==> config.mk <==
export PLATFORM = sky130hd
export DESIGN_NAME = jk_register_bank_flat
export DESIGN_NICKNAME = d
export VERILOG_FILES = /design/src/rtl/jk_register_bank_if.sv /design/src/rtl/jk_register_bank.sv /design/src/flat_wrapper.sv
export SDC_FILE = /design/constraint.sdc
export NUM_CORES = 1
export LEC_CHECK = 0
export CELL_PAD_IN_SITES_DETAIL_PLACEMENT = 1
export CELL_PAD_IN_SITES_GLOBAL_PLACEMENT = 2
export CORE_MARGIN = 3
export CORE_UTILIZATION = 31
export CTS_BUF_LIST = sky130_fd_sc_hd__clkbuf_16
export DETAILED_ROUTE_END_ITERATION = 8
export PLACE_DENSITY = 0.89
export SETUP_SLACK_MARGIN = 0.02
export SLEW_MARGIN = 20
export SYNTH_ARGS = -nofsm -noshare
export SYNTH_HDL_FRONTEND = slang
export SYNTH_SLANG_ARGS = --single-unit
==> constraint.sdc <==
create_clock -name clock -period 11.62 [get_ports clock]
set_clock_uncertainty 0.05 [all_clocks]
set_input_delay 2.324 -clock clock [delete_from_list [all_inputs] [get_ports clock]]
set_output_delay 2.324 -clock clock [all_outputs]
set_load 0.02 [all_outputs]
==> src/rtl/jk_register_bank_if.sv <==
// Signal bundle for jk_register_bank: per-cycle control and data inputs plus
// the registered state, complement, change mask and flip count.
interface jk_register_bank_if #(
    parameter int WIDTH     = 8,
    parameter int CNT_WIDTH = 16
);
    logic                 enable;
    logic [1:0]           mode;
    logic [WIDTH-1:0]     j;
    logic [WIDTH-1:0]     k;
    logic [WIDTH-1:0]     load_value;
    logic                 count_clear;
    logic [WIDTH-1:0]     q;
    logic [WIDTH-1:0]     q_not;
    logic [WIDTH-1:0]     changed;
    logic [CNT_WIDTH-1:0] toggle_count;

    modport master (
        output enable, mode, j, k, load_value, count_clear,
        input  q, q_not, changed, toggle_count
    );

    modport slave (
        input  enable, mode, j, k, load_value, count_clear,
        output q, q_not, changed, toggle_count
    );
endinterface

==> src/rtl/jk_register_bank.sv <==
// Bank of WIDTH flip-flops sharing a per-cycle JK/D/T/LOAD mode, with a
// registered complement, a one-cycle change mask and a saturating flip count.
module jk_register_bank #(
    parameter int               WIDTH       = 8,
    parameter logic [WIDTH-1:0] RESET_VALUE = '0,
    parameter int               CNT_WIDTH   = 16
) (
    input  logic                 clock,
    input  logic                 reset,
    jk_register_bank_if.slave    bus
);

    typedef enum logic [1:0] {
        MODE_JK   = 2'b00,
        MODE_D    = 2'b01,
        MODE_T    = 2'b10,
        MODE_LOAD = 2'b11
    } mode_e;

    localparam int POP_WIDTH = $clog2(WIDTH + 1);
    localparam logic [CNT_WIDTH:0] COUNT_MAX = {1'b0, {CNT_WIDTH{1'b1}}};

    logic [WIDTH-1:0]     q_reg;
    logic [WIDTH-1:0]     q_not_reg;
    logic [WIDTH-1:0]     changed_reg;
    logic [CNT_WIDTH-1:0] count_reg;

    logic [WIDTH-1:0]     q_next;
    logic [WIDTH-1:0]     flips;
    logic [POP_WIDTH-1:0] flip_pop;
    logic [CNT_WIDTH:0]   count_sum;
    logic [CNT_WIDTH-1:0] count_next;

    function automatic logic [POP_WIDTH-1:0] popcount(input logic [WIDTH-1:0] bits);
        logic [POP_WIDTH-1:0] total;
        total = '0;
        for (int i = 0; i < WIDTH; i++) begin
            total = total + POP_WIDTH'(bits[i]);
        end
        return total;
    endfunction

    always_comb begin
        q_next = q_reg;
        if (bus.enable) begin
            case (mode_e'(bus.mode))
                MODE_JK: begin
                    for (int i = 0; i < WIDTH; i++) begin
                        case ({bus.j[i], bus.k[i]})
                            2'b10:   q_next[i] = 1'b1;
                            2'b01:   q_next[i] = 1'b0;
                            2'b11:   q_next[i] = ~q_reg[i];
                            default: q_next[i] = q_reg[i];
                        endcase
                    end
                end
                MODE_D:    q_next = bus.j;
                MODE_T:    q_next = q_reg ^ bus.j;
                MODE_LOAD: q_next = bus.load_value;
                default:   q_next = q_reg;
            endcase
        end
    end

    // The sum is one bit wider than the counter so overflow is seen before the clamp.
    always_comb begin
        flips     = q_next ^ q_reg;
        flip_pop  = popcount(flips);
        count_sum = {1'b0, count_reg} + (CNT_WIDTH + 1)'(flip_pop);
        if (count_sum > COUNT_MAX) begin
            count_next = COUNT_MAX[CNT_WIDTH-1:0];
        end else begin
            count_next = count_sum[CNT_WIDTH-1:0];
        end
    end

    always_ff @(posedge clock) begin
        if (reset) begin
            q_reg       <= RESET_VALUE;
            q_not_reg   <= ~RESET_VALUE;
            changed_reg <= '0;
            count_reg   <= '0;
        end else begin
            q_reg       <= q_next;
            q_not_reg   <= ~q_next;
            changed_reg <= flips;
            if (bus.count_clear) begin
                count_reg <= '0;
            end else if (bus.enable) begin
                count_reg <= count_next;
            end
        end
    end

    assign bus.q            = q_reg;
    assign bus.q_not        = q_not_reg;
    assign bus.changed      = changed_reg;
    assign bus.toggle_count = count_reg;

endmodule

==> src/flat_wrapper.sv <==
// flat-port wrapper written by rule: the top's interface ports become plain ports
module jk_register_bank_flat 
#(
    parameter int               WIDTH       = 8,
    parameter logic [WIDTH-1:0] RESET_VALUE = '0,
    parameter int               CNT_WIDTH   = 16
)
  (clock, reset, bus_enable, bus_mode, bus_j, bus_k, bus_load_value, bus_count_clear, bus_q, bus_q_not, bus_changed, bus_toggle_count);
  jk_register_bank_if #(.WIDTH(WIDTH), .CNT_WIDTH(CNT_WIDTH)) bus_i ();
  input  logic clock;
  input  logic reset;
  input wire logic [$bits(bus_i.enable)-1:0] bus_enable;
  input wire logic [$bits(bus_i.mode)-1:0] bus_mode;
  input wire logic [$bits(bus_i.j)-1:0] bus_j;
  input wire logic [$bits(bus_i.k)-1:0] bus_k;
  input wire logic [$bits(bus_i.load_value)-1:0] bus_load_value;
  input wire logic [$bits(bus_i.count_clear)-1:0] bus_count_clear;
  output wire logic [$bits(bus_i.q)-1:0] bus_q;
  output wire logic [$bits(bus_i.q_not)-1:0] bus_q_not;
  output wire logic [$bits(bus_i.changed)-1:0] bus_changed;
  output wire logic [$bits(bus_i.toggle_count)-1:0] bus_toggle_count;
  assign bus_i.enable = bus_enable;
  assign bus_i.mode = bus_mode;
  assign bus_i.j = bus_j;
  assign bus_i.k = bus_k;
  assign bus_i.load_value = bus_load_value;
  assign bus_i.count_clear = bus_count_clear;
  assign bus_q = bus_i.q;
  assign bus_q_not = bus_i.q_not;
  assign bus_changed = bus_i.changed;
  assign bus_toggle_count = bus_i.toggle_count;
  jk_register_bank #(.WIDTH(WIDTH), .RESET_VALUE(RESET_VALUE), .CNT_WIDTH(CNT_WIDTH)) u_core (.clock(clock), .reset(reset), .bus(bus_i));
endmodule
Word-level counts from Yosys, hierarchy flattened. Index checks and enable logic that the tools add are counted.

Bits in registers: 40. Word-level logic and storage cells: 64. Bits of input ports: 30.

Equality and inequality tests: 27. Order comparisons: 1. Bitwise gates (word level): 11. Muxes and demuxes: 11. Reduce and logical (&&, ||, !) cells: 2. Add/sub/neg operators: 8.

Operator list (count): $eq A2 B2 Y1 const B (18); $pmux W8 S4 (1); $add A4 B1 Y4 (6); $pmux W1 S3 (8); $eq A2 B1 Y1 const B (9); $add A16 B4 Y17 (1); $gt A17 B16 Y1 const B (1); $mux W16 (1); $xor A8 B8 Y8 (2); $mux W8 (1); $not A1 Y1 (8); $not A8 Y8 (1); $add A1 B1 Y2 (1); $logic_not A2 Y1 (1); $reduce_or A2 Y1 (1).

Depth between registers and ports, before layout.
Depth after elaboration: 15. Gate-level depth with buffers: 19. Depth with buffers taken out: 18.

Least setup slack after synthesis. Ideal clock, no wire load.

Path type: input -> register. Start: input bus_mode[0]. End: register u_core.count_reg[8], in the netlist u_core.bus.toggle_count[8]. Data arrival time: 6.845 ns. Setup slack: 4.651 ns. Data required time: 11.496 ns. Stages: 17. Cell sequence: buf_4 mux4_2 o31ai_1 nor2_1 ha_1 inv_1 fa_1 fa_1 inv_1 fa_1 inv_1 fa_1 fa_1 nand2b_2 a21o_1 or4_1 a31oi_1.

Cells in the longest elaborated chain, start to end: 14.

Ends and longest elaborated chain: start: declaration (RTL line flat_wrapper.sv:13) `input wire logic [$bits(bus_i.mode)-1:0] bus_mode;`; $eq A2 B2 Y1 (tied with other cells) (RTL line jk_register_bank.sv:46) `case (mode_e'(bus.mode))`; $pmux W8 S4 (*) (RTL line jk_register_bank.sv:46); $mux W8 (*) (RTL line jk_register_bank.sv:45) `if (bus.enable) begin`; $xor A8 B8 Y8 (*) (RTL line jk_register_bank.sv:67) `flips = q_next ^ q_reg;`; net u_core.flips[0] (RTL line jk_register_bank.sv:29) `logic [WIDTH-1:0] flips;`; $add A1 B1 Y2 (*) (RTL line jk_register_bank.sv:38) `total = total + POP_WIDTH'(bits[i]);`; $add A4 B1 Y4 (*) (6 in series) (RTL line jk_register_bank.sv:38); $add A16 B4 Y17 (*) (RTL line jk_register_bank.sv:69) `count_sum = {1'b0, count_reg} + (CNT_WIDTH + 1)'(flip_pop);`; $gt A17 B16 Y1 (RTL line jk_register_bank.sv:70) `if (count_sum > COUNT_MAX) begin`; $mux W16 (*) (RTL line jk_register_bank.sv:70); end signal: assignment (RTL line jk_register_bank.sv:90) `count_reg <= count_next;`; end: declaration (RTL line jk_register_bank.sv:26) `logic [CNT_WIDTH-1:0] count_reg;`.

The timed path passes the listed nets; every way through them passes the cells marked *. A chain may end at the register's enable or synchronous reset.

Worst setup path after layout.
Start: input bus_mode[0]. End: register u_core.count_reg[9], in the netlist u_core.bus.toggle_count[9].

Same word-level chain as after synthesis.

==> results.md <==
* Reg2Reg Launch Point: u_core.bus.q[0]
* Main synth FF type: dfxtp_1
* Max Freq at 122.0 MHz
* Share of the synthesized area in the top cell type at 29.53%
* Ports at 70
* Worst r2r path cells at 17
* Synth Register Bits at 40
* Fin crit period at 8.195 ns
* Setup_tns at 0 ns
* Clock power share at 32.3%
* Post-synth EDFFs at 0
* Syn_nets at 348
* Detailed Place HPWL at 5747 um
* Hold_buf cts at 0
* Outcome: finished clean
* Commonest non-fill, non-tap cells in the layout: clkdlybuf4s50_1 (69), dfxtp_1 (40), nand2_1 (30)
* HP Start: u_core.bus.toggle_count[2]
* P_sw at 127.5 uW
* Row cnt at 33
* Final wirelength at 7891 um
* PwrDens at 114.2 nW/um^2
* Clk buf depth at 2
* Setup repair bufs after CTS at 0
* Synth area leader: dfxtp_1
* Type of origin of the critical path: input pin
* Clock sinks at 40
* Remaining Overflow, GRT at 0
* CP required at 11.77 ns
* Commonest non-fill, non-tap cell in the layout: clkdlybuf4s50_1
* Netlist Area Pre-Place at 2711 um^2
* Hold WS at 0.4657 ns
* Hold Fails Final Rpt at 0
* Register Area at 800.8 um^2
* Fin. max-slew vios at 0
* Crit path top cell by count: fa_1
* Die area at 9904 um^2
* Inserted Diodes at 0
* Ys async rst share at 0%
* Actual slew at the worst max-slew pin at 0.9444 ns
* Largest net degree at the start of global routing at 40
* Initial DRT Pass Iterations at 4
* HP Class: flip-flop to flip-flop
* Total CTS buffers at 5
* Htree depth at 2
* Area after DPL at 3452 um^2
* Vias/cell at 5.479
* Layout cells sized above 1 at 6.575%
* Hold path depth at 2
* Die width at 99.52 um
* Total internal power at 282.5 uW
* Largest stage delay on the critical path at 1.06 ns
* Syn. warnings at 0
* PostCTS Resize Cnt at 0
* Antenna violations before repair at 0
* FF-to-FF setup slack at 6.25 ns
* Register area share after synthesis at 29.53%
* Residual DRC at 0
* Period utilisation layout at 70.53%
* Switch share at 31.09%
* Unrepaired setup endpoints after global routing: false
* GRT Total Usage at 16.05%
* Combinational Power Share at 30.6%
* CP Buf/Inv Count at 5
* Max FFs per register at 16
* Largest family of logic cells by synthesized area: compound AO/OA/AOI/OAI gates
* Leakage at 0.001265 uW
* Synth Instances at 306
* Post-Synth Adder-Cell Area at 6.922%
* Max-cap violation count at 0
* Vias at 2575
* Initial Util at 32.51%
* Final number of setup-violating endpoints at 0
* CORE AREA at 8341 um^2
* GP Congestion at 0.8628
* Reg2Reg Capture Point: u_core.bus.toggle_count[9]
* Finished Cell Area at 3588 um^2
* Worst hold endpoint: u_core.bus.toggle_count[2]
* WP data arrival at 8.34 ns
* Crit Path Class: input pin to flip-flop
* Multi-input logic area at 1758 um^2
* Fill cells at 978
* Post-DRT Antenna Nets at 0
* Area Overhead vs Synth at 32.35%
* Top Family by Delay on Critical Path: adder cells
* Rel. slew slack at 36.84%
* Top post-synthesis cells by area: dfxtp_1 (30%), mux4_2 (5.0%), nand2_1 (4.2%), fa_1 (3.7%), ha_1 (3.2%)
* Critical path endpoint category: flip-flop
* Worst-path clk slew at 0.06 ns
* CP Cell Sequence: clkdlybuf4s50_1, buf_4, nor2b_2, a221o_1, nor2b_1, ha_1, inv_1, fa_1, fa_1, inv_1, fa_1, inv_1, fa_1, fa_1, nand2b_2, a21oi_2, nand2_2, a311oi_2
* Mux contribution to synthesized area at 7.568%
* VDD IR max at 0.00007438 V
* Number of global-route vias before repair at 2623
* CTS tree: built
* First-pass GRT wire length at 13030 um
* Worst skew pair latency at 0.29 ns
* Slowest cell on crit path: clkdlybuf4s50_1
* Synth unique cells at 52
* Layout net count at 406
* Post-synthesis area per instance at 8.861 um^2
* Reg power frac at 37.1%
* Root Buffer: clkbuf_16
* Area share of xor/xnor cells in the synthesized design at 3.876%
* PortBufs at 69
* Crit-path max FO at 23
* Post-synthesis compound-gate area fraction at 24.60%
* Drt wl/cell at 16.79 um
* Die Y at 99.52 um
* Simple-Gate Fraction of Synth Area at 21.87%
* DR iter-0 viols at 66
[how the worst max path moves through the flow]
stage               cells after the start        start                          to  slack, ns
detailed placement                     18  bus_mode[1]  u_core.bus.toggle_count[9]       3.12
floorplan                              17  bus_mode[0]  u_core.bus.toggle_count[8]       4.65
global placement                       18  bus_mode[1]  u_core.bus.toggle_count[9]       3.32
CTS                                    18  bus_mode[0]  u_core.bus.toggle_count[9]       3.41
finish                                 18  bus_mode[0]  u_core.bus.toggle_count[9]       3.42
global route                           18  bus_mode[0]  u_core.bus.toggle_count[9]       3.01
[cells in the mapped netlist (7+ instances only)]
| master | instances |
|---|---|
| dfxtp_1 | 40 |
| nand2_1 | 30 |
| a21oi_1 | 17 |
| inv_1 | 15 |
| nand2b_1 | 14 |
| clkbuf_1 | 11 |
| o21ai_0 | 11 |
| a211oi_1 | 10 |
| nor2b_1 | 10 |
| o21a_1 | 10 |
| nor2_1 | 9 |
| xor2_1 | 8 |
| a31oi_1 | 7 |
| ha_1 | 7 |
| mux2i_1 | 7 |
[kinds of logic (layout without fill, tap and decap cells)]
family | count (synthesis) | count (layout)
AOI/OAI and AO/OA | 93 | 93
xor gates and xnor gates | 12 | 12
muxes | 13 | 13
and+or+nand+nor | 101 | 101
adders and majority gates | 12 | 12
DFF | 40 | 40
buffers and inverters | 35 | 94
[per-layer routing]
metal / part of all wire, % / global-route usage [%] / vias up
li1: - / - / 1250
met1: 48 / 21.63 / 1261
met2: 47 / 26.08 / 59
met3: 4.6 / 3.156 / 5
met4: 0.96 / 4.622 / 0
met5: 0 / 0 / -
[area by class of cell]
| class | count | area share (%) |
|---|---|---|
| tap | 105 | 3.661 |
| multi-input combinational | 231 | 48.99 |
| inverter | 15 | 1.569 |
| sequential | 40 | 22.32 |
| timing repair buffer | 71 | 19.67 |
| clock buffer | 5 | 3.487 |
| clock inverter | 3 | 0.3138 |
[power by group through the flow]
stage | logic (uW) | registers (uW) | clock network, uW
after floorplan | 72.3 | 163 | 0
after global placement | 123 | 155 | 0
after detailed placement | 126 | 155 | 0
after CTS | 127 | 152 | 136
after global routing | 141 | 153 | 141
final | 125 | 152 | 132
[worst min-delay path, cell delays in order, from the launching register on]
cell and delay (ns):
dfxtp_1 0.32, nand2_1 0.07, a31oi_1 0.07
[metrics by stage]
stage               util [%]  total power [uW]  std cells  setup WS (ns)
finish                 43.02             410.0        470          3.425
CTS                    43.02             415.9        470          3.413
floorplan                  -             234.8        306          4.651
global route           43.02             436.0        470          3.006
global placement       41.39             277.8        462          3.323
detailed placement     41.39             281.5        462          3.116
Power figures use the tool's default switching activity.
